===== src/rtl/qar_gpio_pkg.sv =====
// qar_gpio_pkg: shared widths, edge record and edge helper for the
// qar_gpio_in_cond GPIO input conditioner.
package qar_gpio_pkg;

   localparam int GPIO_WIDTH     = 32;
   localparam int DEBOUNCE_CNT_W = 8;
   localparam int PRESCALE_CNT_W = 16;

   // Edge events a pin reports on the cycle its stable level flips.
   typedef struct packed {
      logic fall;
      logic rise;
   } pin_edge_t;

   // Qualify a stable-level transition with the per-pin edge enables.
   function automatic pin_edge_t edge_detect(input logic cur, input logic nxt,
                                             input logic rise_en, input logic fall_en);
      pin_edge_t ev;
      ev.rise = ~cur & nxt & rise_en;
      ev.fall = cur & ~nxt & fall_en;
      return ev;
   endfunction

endpackage


===== src/rtl/qar_gpio_in_cond_debounce_bit.sv =====
// qar_gpio_debounce_bit: one GPIO pin -- two-flop synchroniser, optional
// tick-driven debounce counter (macro QAR_GPIO_DEBOUNCE_EN), stable level
// and same-cycle rise/fall events for the pending logic in the top.
module qar_gpio_debounce_bit
   import qar_gpio_pkg::*;
#(
   parameter int DEBOUNCE_CYCLES = 16
)
(
   input  logic clk,
   input  logic rst_n,
   input  logic pad,
   input  logic tick,
   input  logic rise_en,
   input  logic fall_en,
   output logic stable,
   output logic rise,
   output logic fall
);

   logic      sync_q1;
   logic      sync_q2;
   logic      stable_next;
   pin_edge_t ev;

   // Two-flop synchroniser for the asynchronous pad level.
   always_ff @(posedge clk or negedge rst_n) begin
      if (!rst_n) begin
         sync_q1 <= 1'b0;
         sync_q2 <= 1'b0;
      end else begin
         sync_q1 <= pad;
         sync_q2 <= sync_q1;
      end
   end

`ifdef QAR_GPIO_DEBOUNCE_EN
   localparam logic [DEBOUNCE_CNT_W-1:0] CNT_LAST = DEBOUNCE_CNT_W'(DEBOUNCE_CYCLES - 1);

   logic [DEBOUNCE_CNT_W-1:0] cnt_q;
   logic [DEBOUNCE_CNT_W-1:0] cnt_next;

   // Count consecutive differing ticks; flip stable on the last one, and
   // restart the count whenever the synchronised level agrees again.
   always_comb begin
      stable_next = stable;
      cnt_next    = cnt_q;
      if (tick) begin
         if (sync_q2 == stable) begin
            cnt_next = '0;
         end else if (cnt_q == CNT_LAST) begin
            stable_next = sync_q2;
            cnt_next    = '0;
         end else begin
            cnt_next = cnt_q + 1'b1;
         end
      end
   end

   // Debounce counter register.
   always_ff @(posedge clk or negedge rst_n) begin
      if (!rst_n) begin
         cnt_q <= '0;
      end else begin
         cnt_q <= cnt_next;
      end
   end
`else
   // Without debounce the stable level just follows the synchroniser.
   localparam int unused_debounce_cycles = DEBOUNCE_CYCLES;
   logic unused_tick;
   assign unused_tick = tick;
   assign stable_next = sync_q2;
`endif

   // Stable (debounced) level register.
   always_ff @(posedge clk or negedge rst_n) begin
      if (!rst_n) begin
         stable <= 1'b0;
      end else begin
         stable <= stable_next;
      end
   end

   // Edges are reported combinationally on the cycle stable is about to flip.
   assign ev   = edge_detect(stable, stable_next, rise_en, fall_en);
   assign rise = ev.rise;
   assign fall = ev.fall;

endmodule


===== src/rtl/qar_gpio_in_cond.sv =====
// qar_gpio_in_cond: GPIO input conditioner in front of qar_core's gpio_in
// and irq_external. Per-pin sync/debounce/edge detect, sticky pending flags
// and a registered level interrupt. Debounce and the shared prescaler exist
// only when macro QAR_GPIO_DEBOUNCE_EN is defined.
module qar_gpio_in_cond
   import qar_gpio_pkg::*;
#(
   parameter int WIDTH           = GPIO_WIDTH,
   parameter int DEBOUNCE_CYCLES = 16,
   parameter int PRESCALE        = 1
)
(
   input  logic             clk,
   input  logic             rst_n,
   input  logic [WIDTH-1:0] pad_in,
   input  logic [WIDTH-1:0] rise_en,
   input  logic [WIDTH-1:0] fall_en,
   input  logic [WIDTH-1:0] irq_mask,
   input  logic             pend_clr,
   input  logic [WIDTH-1:0] pend_clr_mask,
   input  logic             irq_ack,
   output logic [WIDTH-1:0] gpio_clean,
   output logic [WIDTH-1:0] pending,
   output logic             irq
);

   logic             tick;
   logic [WIDTH-1:0] rise_v;
   logic [WIDTH-1:0] fall_v;
   logic [WIDTH-1:0] clr;
   logic [WIDTH-1:0] pending_next;

`ifdef QAR_GPIO_DEBOUNCE_EN
   localparam logic [PRESCALE_CNT_W-1:0] PRE_LAST = PRESCALE_CNT_W'(PRESCALE - 1);

   logic [PRESCALE_CNT_W-1:0] pre_cnt;

   // Shared sample-tick prescaler, wrapping at PRESCALE-1.
   always_ff @(posedge clk or negedge rst_n) begin
      if (!rst_n) begin
         pre_cnt <= '0;
      end else if (pre_cnt == PRE_LAST) begin
         pre_cnt <= '0;
      end else begin
         pre_cnt <= pre_cnt + 1'b1;
      end
   end

   assign tick = (pre_cnt == PRE_LAST);
`else
   localparam int unused_prescale = PRESCALE;
   assign tick = 1'b1;
`endif

   for (genvar i = 0; i < WIDTH; i++) begin : g_pin
      qar_gpio_debounce_bit #(
         .DEBOUNCE_CYCLES (DEBOUNCE_CYCLES)
      ) u_pin (
         .clk     (clk),
         .rst_n   (rst_n),
         .pad     (pad_in[i]),
         .tick    (tick),
         .rise_en (rise_en[i]),
         .fall_en (fall_en[i]),
         .stable  (gpio_clean[i]),
         .rise    (rise_v[i]),
         .fall    (fall_v[i])
      );
   end

   // Clear sources merge; a new edge in the same cycle wins over any clear.
   always_comb begin
      clr = '0;
      if (pend_clr) begin
         clr = pend_clr_mask;
      end
      if (irq_ack) begin
         clr = '1;
      end
      pending_next = (pending & ~clr) | rise_v | fall_v;
   end

   // Sticky pending flags; irq follows the pending register by one clock.
   always_ff @(posedge clk or negedge rst_n) begin
      if (!rst_n) begin
         pending <= '0;
         irq     <= 1'b0;
      end else begin
         pending <= pending_next;
         irq     <= |(pending & irq_mask);
      end
   end

endmodule

===== config.mk =====
export PLATFORM = sky130hd
export DESIGN_NAME = qar_gpio_in_cond
export DESIGN_NICKNAME = d
export VERILOG_FILES = /design/src/rtl/qar_gpio_pkg.sv /design/src/rtl/qar_gpio_in_cond_debounce_bit.sv /design/src/rtl/qar_gpio_in_cond.sv
export SDC_FILE = /design/constraint.sdc
export NUM_CORES = 1
export LEC_CHECK = 0
export ABC_CLOCK_PERIOD_IN_PS = 1450
export CAP_MARGIN = 20
export CORE_MARGIN = 2
export CORE_UTILIZATION = 36
export DETAILED_ROUTE_END_ITERATION = 16
export GPL_ROUTABILITY_DRIVEN = 1
export MAX_ROUTING_LAYER = met4
export PLACE_DENSITY = 0.75
export SLEW_MARGIN = 20
export SYNTH_ARGS = -nofsm -noshare
export SYNTH_HDL_FRONTEND = slang
export SYNTH_SLANG_ARGS = --single-unit

===== constraint.sdc =====
create_clock -name clk -period 1.45 [get_ports clk]
set_clock_uncertainty 0.15 [all_clocks]
set_input_delay 0.29 -clock clk [delete_from_list [all_inputs] [get_ports clk]]
set_output_delay 0.29 -clock clk [all_outputs]
set_load 0.03 [all_outputs]

==> flow_summary_export.csv <==
group,metric,value,unit
outcome,status,"complete, but fails checks",
outcome,violations,"negative setup slack",
routing,route.detailed.wl_per_inst,17.2,um
logic_synthesis,synth.top_cell.area_share,0.699,
final_layout,final_cells,809,
routing,num_vias,3816,
cts,clock_path_buffers,2,
routing,drc,0,
setup_path,path_buf_inv,0,
logic_synthesis,synth-seq-area-share,0.699,
logic_synthesis,synth_area,4620,um^2
timing,fin_crit,1.71,ns
setup_path,cp_slowest_stage_delay,0.53,ns
global_routing,grt_max_degree,44,
logic_synthesis,ys_ff_latch,129,
logic_synthesis,syn_inst,348,
hold_path,hold_class,"in2reg",
setup_path,required,1.57,ns
timing,worst_hold_slack,0.169,ns
floorplanning,die_y,117,um
routing,routed_wl,13900,um
floorplanning,coreArea,12600,um^2
floorplanning,dieArea,13700,um^2
setup_path,worstPathArrival,1.83,ns
timing,worst_pin_slew,0.317,ns
placement,placed_cell_area,7080,um^2
placement,place_inst,748,
final_layout,final_util,0.655,
final_layout,final_nets,787,
cts,tritoncts,"done",
placement,io_buffers,228,
logic_synthesis,yosysWarnings,0,
final_layout,final_cell_mix,"clkdlybuf4s50_1, dfrtp_1, buf_6",
global_routing,grt_pass1_wl,19600,um
final_layout,drive_above_1_share,0.285,
setup_path,slowest_stage,"or4_1",
timing,fmax,0.584,GHz
pwr,power_density,1250,nW/um^2
cts,cts_made_buffers,17,
logic_synthesis,synth.net_count,512,
timing,rsz0062_at_grt,"yes",
setup_path,end_kind,"register",
logic_synthesis,ys_types,11,
flow_run,drv_cap,0,
timing,fin_crit_sh,1.18,
routing,via_per_inst,4.72,
cts,clock_sink_count,129,
floorplanning,io_pins,229,
floorplanning,die_w,117,um
routing,ant_nets,0,
timing,slew_headroom,0.789,
setup_path,path_delay_family,"simple AND/OR/NAND/NOR gates",
timing,setup_viol,32,
final_layout,synthToLayoutAreaGrowth,78.3,%
global_routing,grt_overflow,0,
timing,tns,-1.87,ns
setup_path,critPathMaxFanout,2,
global_routing,grt_pass1_vias,3939,
pwr,vdd.ir_drop.worst,0.677,mV
placement,finalWeightedCongestion,0.833,
routing,first_iter_violations,163,
pwr,leakage,3.53,nW
final_layout,final_area,8230,um^2
cts,htree_levels,4,
cts,path_clk_slew,0.06,ns
setup_path,crit_chain,"a22oi_2 > nand4_1 > or4_1",
logic_synthesis,yosys-top-cells-area,"dfrtp_1, nand3b_1, buf_4",
logic_synthesis,postSynthAreaPerCell,13.3,um^2
timing,drv_slew,0,
cts,clockRootBuffer,"clkbuf_16",
global_routing,antenna_found_initial,1,
final_layout,final_common_cell,"clkdlybuf4s50_1",
cts,clock_latency,0.40,ns
floorplanning,start_util,0.367,
setup_path,startpoint_type,"register",
timing,final_hold_viol_count,0,
timing,finalWorstSetupSlack,-0.263,ns
logic_synthesis,synth_top_area_cell,"dfrtp_1",
floorplanning,core.rowCount,41,
setup_path,path_class,"reg2reg",
routing,firstDrtPassIters,4,
global_routing,grt_use_total,0.203,
placement,dp_hpwl,9870,um
metal layers:
metal	vias to the layer above	global-route usage	wire [um]	part of all wire
met3	37	0.0613	898	0.064
met4	0	0.0918	364	0.026
met2	182	0.340	7250	0.52
met1	1838	0.224	5410	0.39
li1	1759	-	-	-
met5	-	-	0	0
power breakdown:
part / total, mW / switching [mW] / internal, mW
registers: 4.02 / 0.175 / 3.84
clock network: 4.50 / 1.53 / 2.97
logic: 1.77 / 0.736 / 1.04
total: 10.3 / 2.44 / 7.85
path summary, 6_finish.rpt:
path	from	to	slack [ns]	depth (start not counted)
setup / recovery	pending[18]	irq	-0.26	3
hold / removal	pad_in[4]	g_pin[4].u_pin.sync_q1	0.17	1
setup reg to reg	pending[18]	irq	-0.26	3
hold reg to reg	g_pin[8].u_pin.sync_q1	g_pin[8].u_pin.stable_next	0.19	0
max in group asynchronous	rst_n	pending[30]	0.45	3
min in group asynchronous	rst_n	g_pin[19].u_pin.sync_q1	0.18	2
cells in the mapped netlist:
library cell	number
dfrtp_1	129
nand3b_1	65
nand2_1	63
buf_4	32
o211ai_1	31
a22oi_1	14
clkbuf_1	6
nand4_1	4
a22oi_2	2
nand3_1	1
or4_1	1
sequential cells by signal (all words and copies together), names as in the netlist:
| name | cells |
|---|---|
| pending | 32 |
| g_pin.u_pin.stable | 32 |
| g_pin.u_pin.stable_next | 32 |
| g_pin.u_pin.sync_q1 | 32 |
| irq | 1 |
final cells by class:
| type | count | area, um^2 |
|---|---|---|
| Antenna cell | 1 | 2.50 |
| Timing Repair Buffer | 294 | 3000 |
| Tap cell | 172 | 215 |
| Fill cell | 929 | 4340 |
| Clock buffer | 20 | 457 |
| Sequential cell | 129 | 3250 |
| Multi-Input combinational cell | 181 | 1130 |
| Clock inverter | 12 | 181 |
worst register-to-register path, stage by stage, from the launching register on:
cell	delay, ns
dfrtp_2	0.42
a22oi_2	0.30
nand4_1	0.18
or4_1	0.53
what timing repair did:
item / in CTS / in global routing
setup endpoints to repair: 34 / 57
hold buffers: 1 / 0
gates resized for setup: 62 / 17
hold endpoints to repair: 129 / 0
buffers inserted: 11 / 17
cell families after synthesis:
group / synth area share
flip-flops: 0.699
buffers and inverters: 0.0569
AO/OA/AOI/OAI: 0.0786
AND/OR/NAND/NOR: 0.165
through the flow:
stage / power (mW) / worst slack, ns
after floorplan: 4.60 / -0.0681
after global placement: 5.56 / -0.575
after detailed placement: 5.60 / -0.570
after CTS: 10.3 / -0.228
after global routing: 10.7 / -0.313
final: 10.3 / -0.263
Note: power is estimated with default switching activity, not from simulation.
==> variant 1: new RTL, config.mk and constraints unchanged <==
Add an input register stage for `irq_mask`; this delays it by one clock. The other inputs are not delayed to match.
--- a/src/rtl/qar_gpio_in_cond.sv
+++ b/src/rtl/qar_gpio_in_cond.sv
@@ -25,2 +25,8 @@
 );
+
+   logic [WIDTH-1:0] irq_mask_q;
+
+   always_ff @(posedge clk) begin
+      irq_mask_q <= irq_mask;
+   end
 
@@ -89,3 +95,3 @@
          pending <= pending_next;
-         irq     <= |(pending & irq_mask);
+         irq     <= |(pending & irq_mask_q);
       end
Check against the original RTL: not equivalent (a bounded check fails within 10 cycles, from zero or initial values and one cycle with rst_n low).
==> variant 1 against the original RTL <==
The run still ends with negative setup slack left; fmax is 7.7% higher; routed wire length is 6.9% higher; sequential cell count is 32 higher; power is 5.3% higher; first-iteration DRC count is 34% higher; sequential power is 23% higher; area after synthesis is 14% higher; final cell count is 6.8% higher; worst setup slack better by 0.12 ns; final area is 8.5% higher; worst hold slack worse by 0.013 ns; critical path depth stayed put.
==> variant 1: results (changes against the original RTL) <==
violated checks = negative setup slack
largest net degree at the start of global routing = 39 (-11%)
Net count, final = 830 (+5.5%)
number of buffers added by the clock tree synthesis step = 17 (unchanged)
VDD IR max = 0.0007740 V (+14%)
Slew @ Worst Pin = 0.3777 ns (+0.06118 ns)
number of DRC markers after the initial detailed-route iteration = 219 (+34%)
# hold bufs at CTS = 1 (unchanged)
count of distinct cell types in the synthesized netlist = 12 (+1)
CP max stage delay = 0.53 ns (about the same)
WL final = 14.89 mm (+6.9%)
arithmetic-cell share of the synthesized area counting full adders, half adders and majority gates = 0% (unchanged)
global-route wire length before repair = 23.10 mm (+18%)
via count of the first global-routing pass = 4601 (+17%)
clock-pin slew of the registers on the worst-case setup and hold paths = 0.07 ns
post-synthesis mux area share = 0% (unchanged)
share of the synthesized netlist area taken by xor and xnor gates = 0% (unchanged)
overall track demand over capacity in global routing = 19.88% (-0.43 points)
Filler cells = 1092 (+18%)
complex-gate fraction of the synthesized area = 6.903% (-0.96 points)
weighted congestion reported at the end of routability-driven placement = 0.8663 (+4.1%)
layout cells sized above 1 = 29.01% (+0.55 points)
count of antenna-violating nets left after detailed routing = 0 (unchanged)
Final WS setup = -0.1412 ns (+0.1221 ns)
CTS root buffer = sky130_fd_sc_hd__clkbuf_16
result of the run = complete, but fails checks
HPWL after detailed placement = 10.30 mm (+4.3%)
setup bufs post-CTS = 17 (+6)
antenna violations before repair = 1 (unchanged)
maximum count of clock buffers along a single path = 2 (unchanged)
highest fanout seen on the critical path = 2 (unchanged)
total iterations of the first detailed-routing run = 4 (unchanged)
hold crit path type = input port to flop
Crit path max-delay family = simple AND/OR/NAND/NOR gates
maximum level of the CTS H-tree = 4 (unchanged)
worst slack, placed = -0.1921 ns (+0.3776 ns)
Final setup violation count = 33 (+3.1%)
sequential fraction of the synthesis area = 73.60% (+3.7 points)
clock latency reported for the late side of the worst-skew pair = 0.41 ns
vias = 4090 (+7.2%)
largest family of logic cells by synthesized area = simple AND/OR/NAND/NOR gates
arrival time at the worst endpoint = 1.72 ns (-0.11 ns)
top post-synthesis cells by area = sky130_fd_sc_hd__dfrtp_1 (61%), sky130_fd_sc_hd__dfxtp_1 (12%), sky130_fd_sc_hd__nand3b_1 (9.3%), sky130_fd_sc_hd__buf_4 (4.6%), sky130_fd_sc_hd__nand2_1 (4.5%)
number of warning messages in the yosys log = 0 (unchanged)
Slowest cell on crit path = sky130_fd_sc_hd__or4_1
ys async rst share = 80.12% (-20 points)
number of port buffers = 228 (unchanged)
syn_nets = 544 (+6.3%)
Lkg Pwr = 0.003835 uW (+8.6%)
number of resized instances in the post-cts repair step = 68 (+9.7%)
flip-flop cell with the highest count after synthesis = sky130_fd_sc_hd__dfrtp_1
most common library cells after synthesis = sky130_fd_sc_hd__dfrtp_1 (129), sky130_fd_sc_hd__nand3b_1 (65), sky130_fd_sc_hd__nand2_1 (63), sky130_fd_sc_hd__buf_4 (32), sky130_fd_sc_hd__dfxtp_1 (32)
-- variant 1: layout make-up --
cell class	count	area (um2)	share of cell area, %
clock inverter	12	87.58	0.9805
tap	184	230.2	2.577
antenna	1	2.502	0.02802
sequential	161	3889	43.54
clock buffer	20	456.7	5.113
timing repair buffer	305	3112	34.84
multi-input combinational	181	1155	12.93
-- variant 1: report_power, final --
group,total [uW],internal [uW],switching [uW]
combinational,1820,1070,752
sequential,4950,4770,182
clock,4070,2280,1790
-- variant 1: per-layer routing --
layer / routed length (um) / GRT usage (%)
met1: 5761 / 21.55
met2: 7972 / 34.36
met3: 775 / 5.842
met4: 380 / 7.908
met5: 0 / -
-- variant 1: final timing paths --
check                                        start  depth (start not counted)                           to  slack [ns]
max reg2reg                             pending[0]                          3                          irq       -0.14
max                                     pending[0]                          3                          irq       -0.14
min                                     pad_in[22]                          1      g_pin[22].u_pin.sync_q1        0.16
min reg2reg                g_pin[30].u_pin.sync_q1                          0  g_pin[30].u_pin.stable_next        0.20
max in group asynchronous                    rst_n                          3                  pending[18]        0.42
min in group asynchronous                    rst_n                          2       g_pin[19].u_pin.stable        0.18
-- variant 1: per-stage QoR --
stage | cells | instance area (um2) | power (uW) | TNS [ns]
2_1_floorplan | 380 | 5276 | 5555 | -0.06810
3_3_place_gp | 794 | 7752 | 6522 | -3.129
3_5_place_dp | 794 | 7752 | 6556 | -3.857
4_1_cts | 843 | 8688 | 10850 | -2.612
5_1_grt | 864 | 8932 | 11280 | -3.558
6_report | 864 | 8932 | 10840 | -1.971
-- variant 1: logic make-up (layout without fill, tap and decap cells) --
group | count (synthesis) | in the layout
DFF | 161 | 161
and+or+nand+nor | 134 | 134
AOI/OAI and AO/OA | 47 | 47
buffers and inverters | 38 | 337
other | 0 | 1
==> variant 2: new RTL, config.mk and constraints unchanged <==
Without the edit above. The package constant `GPIO_WIDTH` goes from 32 to 28.
--- a/src/rtl/qar_gpio_pkg.sv
+++ b/src/rtl/qar_gpio_pkg.sv
@@ -4,3 +4,3 @@
 
-   localparam int GPIO_WIDTH     = 32;
+   localparam int GPIO_WIDTH     = 28;
    localparam int DEBOUNCE_CNT_W = 8;
Ports: changed (7 resized); port bits go from 229 to 201. No check against the original RTL was run, so the function may have changed too.
==> variant 2 against the original RTL <==
The flow still finishes with violations (negative setup slack); sequential cell count is 16 lower; power shrank 10%; core utilization grew 2.9 points; sequential power down 13%; worst setup slack better by 0.090 ns; routed wire length down 15%; final area shrank 9.5%; area after synthesis down 12%; sequential share of layout area down 1.3 points; critical path type is now flop to output pin; critical endpoint is now pending[21]; largest cell class unchanged; largest power group unchanged.
==> variant 2: results (changes against the original RTL) <==
HPWL after detailed placement = 8.144 mm (-18%)
met1 layer usage reported by global route = 20.22% (-2.1 points)
Final setup violation count = 57 (+78%)
number of DRC markers after the initial detailed-route iteration = 78 (-52%)
share of total power in sequential cells = 37.9% (-1.1 points)
global-route wire length before repair = 17.66 mm (-9.9%)
violated checks = negative setup slack
post-synthesis area per instance = 13.25 um2 (about the same)
overall track demand over capacity in global routing = 20.78% (+0.47 points)
DP Area = 6147 um2 (-13%)
switching power = 2107 uW (-14%)
result of the run = complete, but fails checks
arithmetic-cell share of the synthesized area counting full adders, half adders and majority gates = 0% (unchanged)
syn_nets = 449 (-12%)
number of resized instances in the post-cts repair step = 85 (+37%)
number of port buffers = 200 (-12%)
VDD IR max = 0.0007651 V (+13%)
TNS Setup = -5.052 ns (-3.185 ns)
antenna fix cells = 0 (-1)
Met2 Wirelength = 6.804 mm (-6.2%)
# hold bufs at CTS = 2 (+1)
post-placement cell count = 644 (-14%)
Total Power = 9260 uW (-10%)
met2 usage = 37.60% (+3.6 points)
WL final = 11.90 mm (-15%)
largest net degree at the start of global routing = 56 (+27%)
top post-synthesis cells by area = sky130_fd_sc_hd__dfrtp_1 (70%), sky130_fd_sc_hd__nand3b_1 (10%), sky130_fd_sc_hd__nand2_1 (5.3%), sky130_fd_sc_hd__buf_4 (5.2%), sky130_fd_sc_hd__o211ai_1 (5.2%)
met3 Use GR = 6.046% (-0.081 points)
CTS root buffer = sky130_fd_sc_hd__clkbuf_8
sequential fraction of the synthesis area = 69.97% (about the same)
worst slack, placed = -0.4937 ns (+0.07601 ns)
met3 WL = 695 um (-23%)
final cell count without fillers = 721 (-11%)
weighted congestion reported at the end of routability-driven placement = 0.8051 (-3.3%)
Setup Crit Path Kind = flop to output pin
remaining max-slew budget at the tightest pin = 79.43% (+0.53 points)
arrival time at the worst endpoint = 1.18 ns (-0.65 ns)
fraction of the core area covered by cells at the end of the flow = 68.41% (+2.9 points)
vias = 3381 (-11%)
antenna violations before repair = 0 (-1)
clock latency reported for the late side of the worst-skew pair = 0.50 ns (+0.10 ns)
combinational logic power = 1610 uW (-9%)
total iterations of the first detailed-routing run = 4 (unchanged)
most common library cells after synthesis = sky130_fd_sc_hd__dfrtp_1 (113), sky130_fd_sc_hd__nand2_1 (57), sky130_fd_sc_hd__nand3b_1 (56), sky130_fd_sc_hd__buf_4 (28), sky130_fd_sc_hd__o211ai_1 (28)
Final WS setup = -0.1733 ns (+0.09001 ns)
Lkg Pwr = 0.003241 uW (-8.2%)
via count of the first global-routing pass = 3801 (-3.5%)
post-route met1 wirelength = 4.159 mm (-23%)
setup bufs post-CTS = 34 (+23)
## variant 2: cell type report
cell class	instances	area, um2
well taps	140	175.2
multi-input cells	159	1015
fillers	771	3440
clock buffers	26	498.0
repair buffers	278	2816
clock inverters	5	100.1
flip-flops and latches	113	2844
## variant 2: worst paths after layout
check | start | endpoint | slack (ns) | cells past startpoint
min in group asynchronous | rst_n | g_pin[20].u_pin.stable_next | 0.19 | 3
max in group asynchronous | rst_n | g_pin[7].u_pin.stable_next | 0.26 | 3
worst min register to register | g_pin[14].u_pin.sync_q1 | g_pin[14].u_pin.stable_next | 0.19 | 0
worst min-delay path | pad_in[19] | g_pin[19].u_pin.sync_q1 | 0.07 | 1
worst max register to register | pending[20] | irq | -0.13 | 4
worst max-delay path | pending[21] | pending[21] | -0.17 | 2
## variant 2: worst max-delay path: stages (launching register included)
cell and delay (ns):
sky130_fd_sc_hd__dfrtp_2 0.43, sky130_fd_sc_hd__buf_6 0.13, sky130_fd_sc_hd__buf_6 0.13
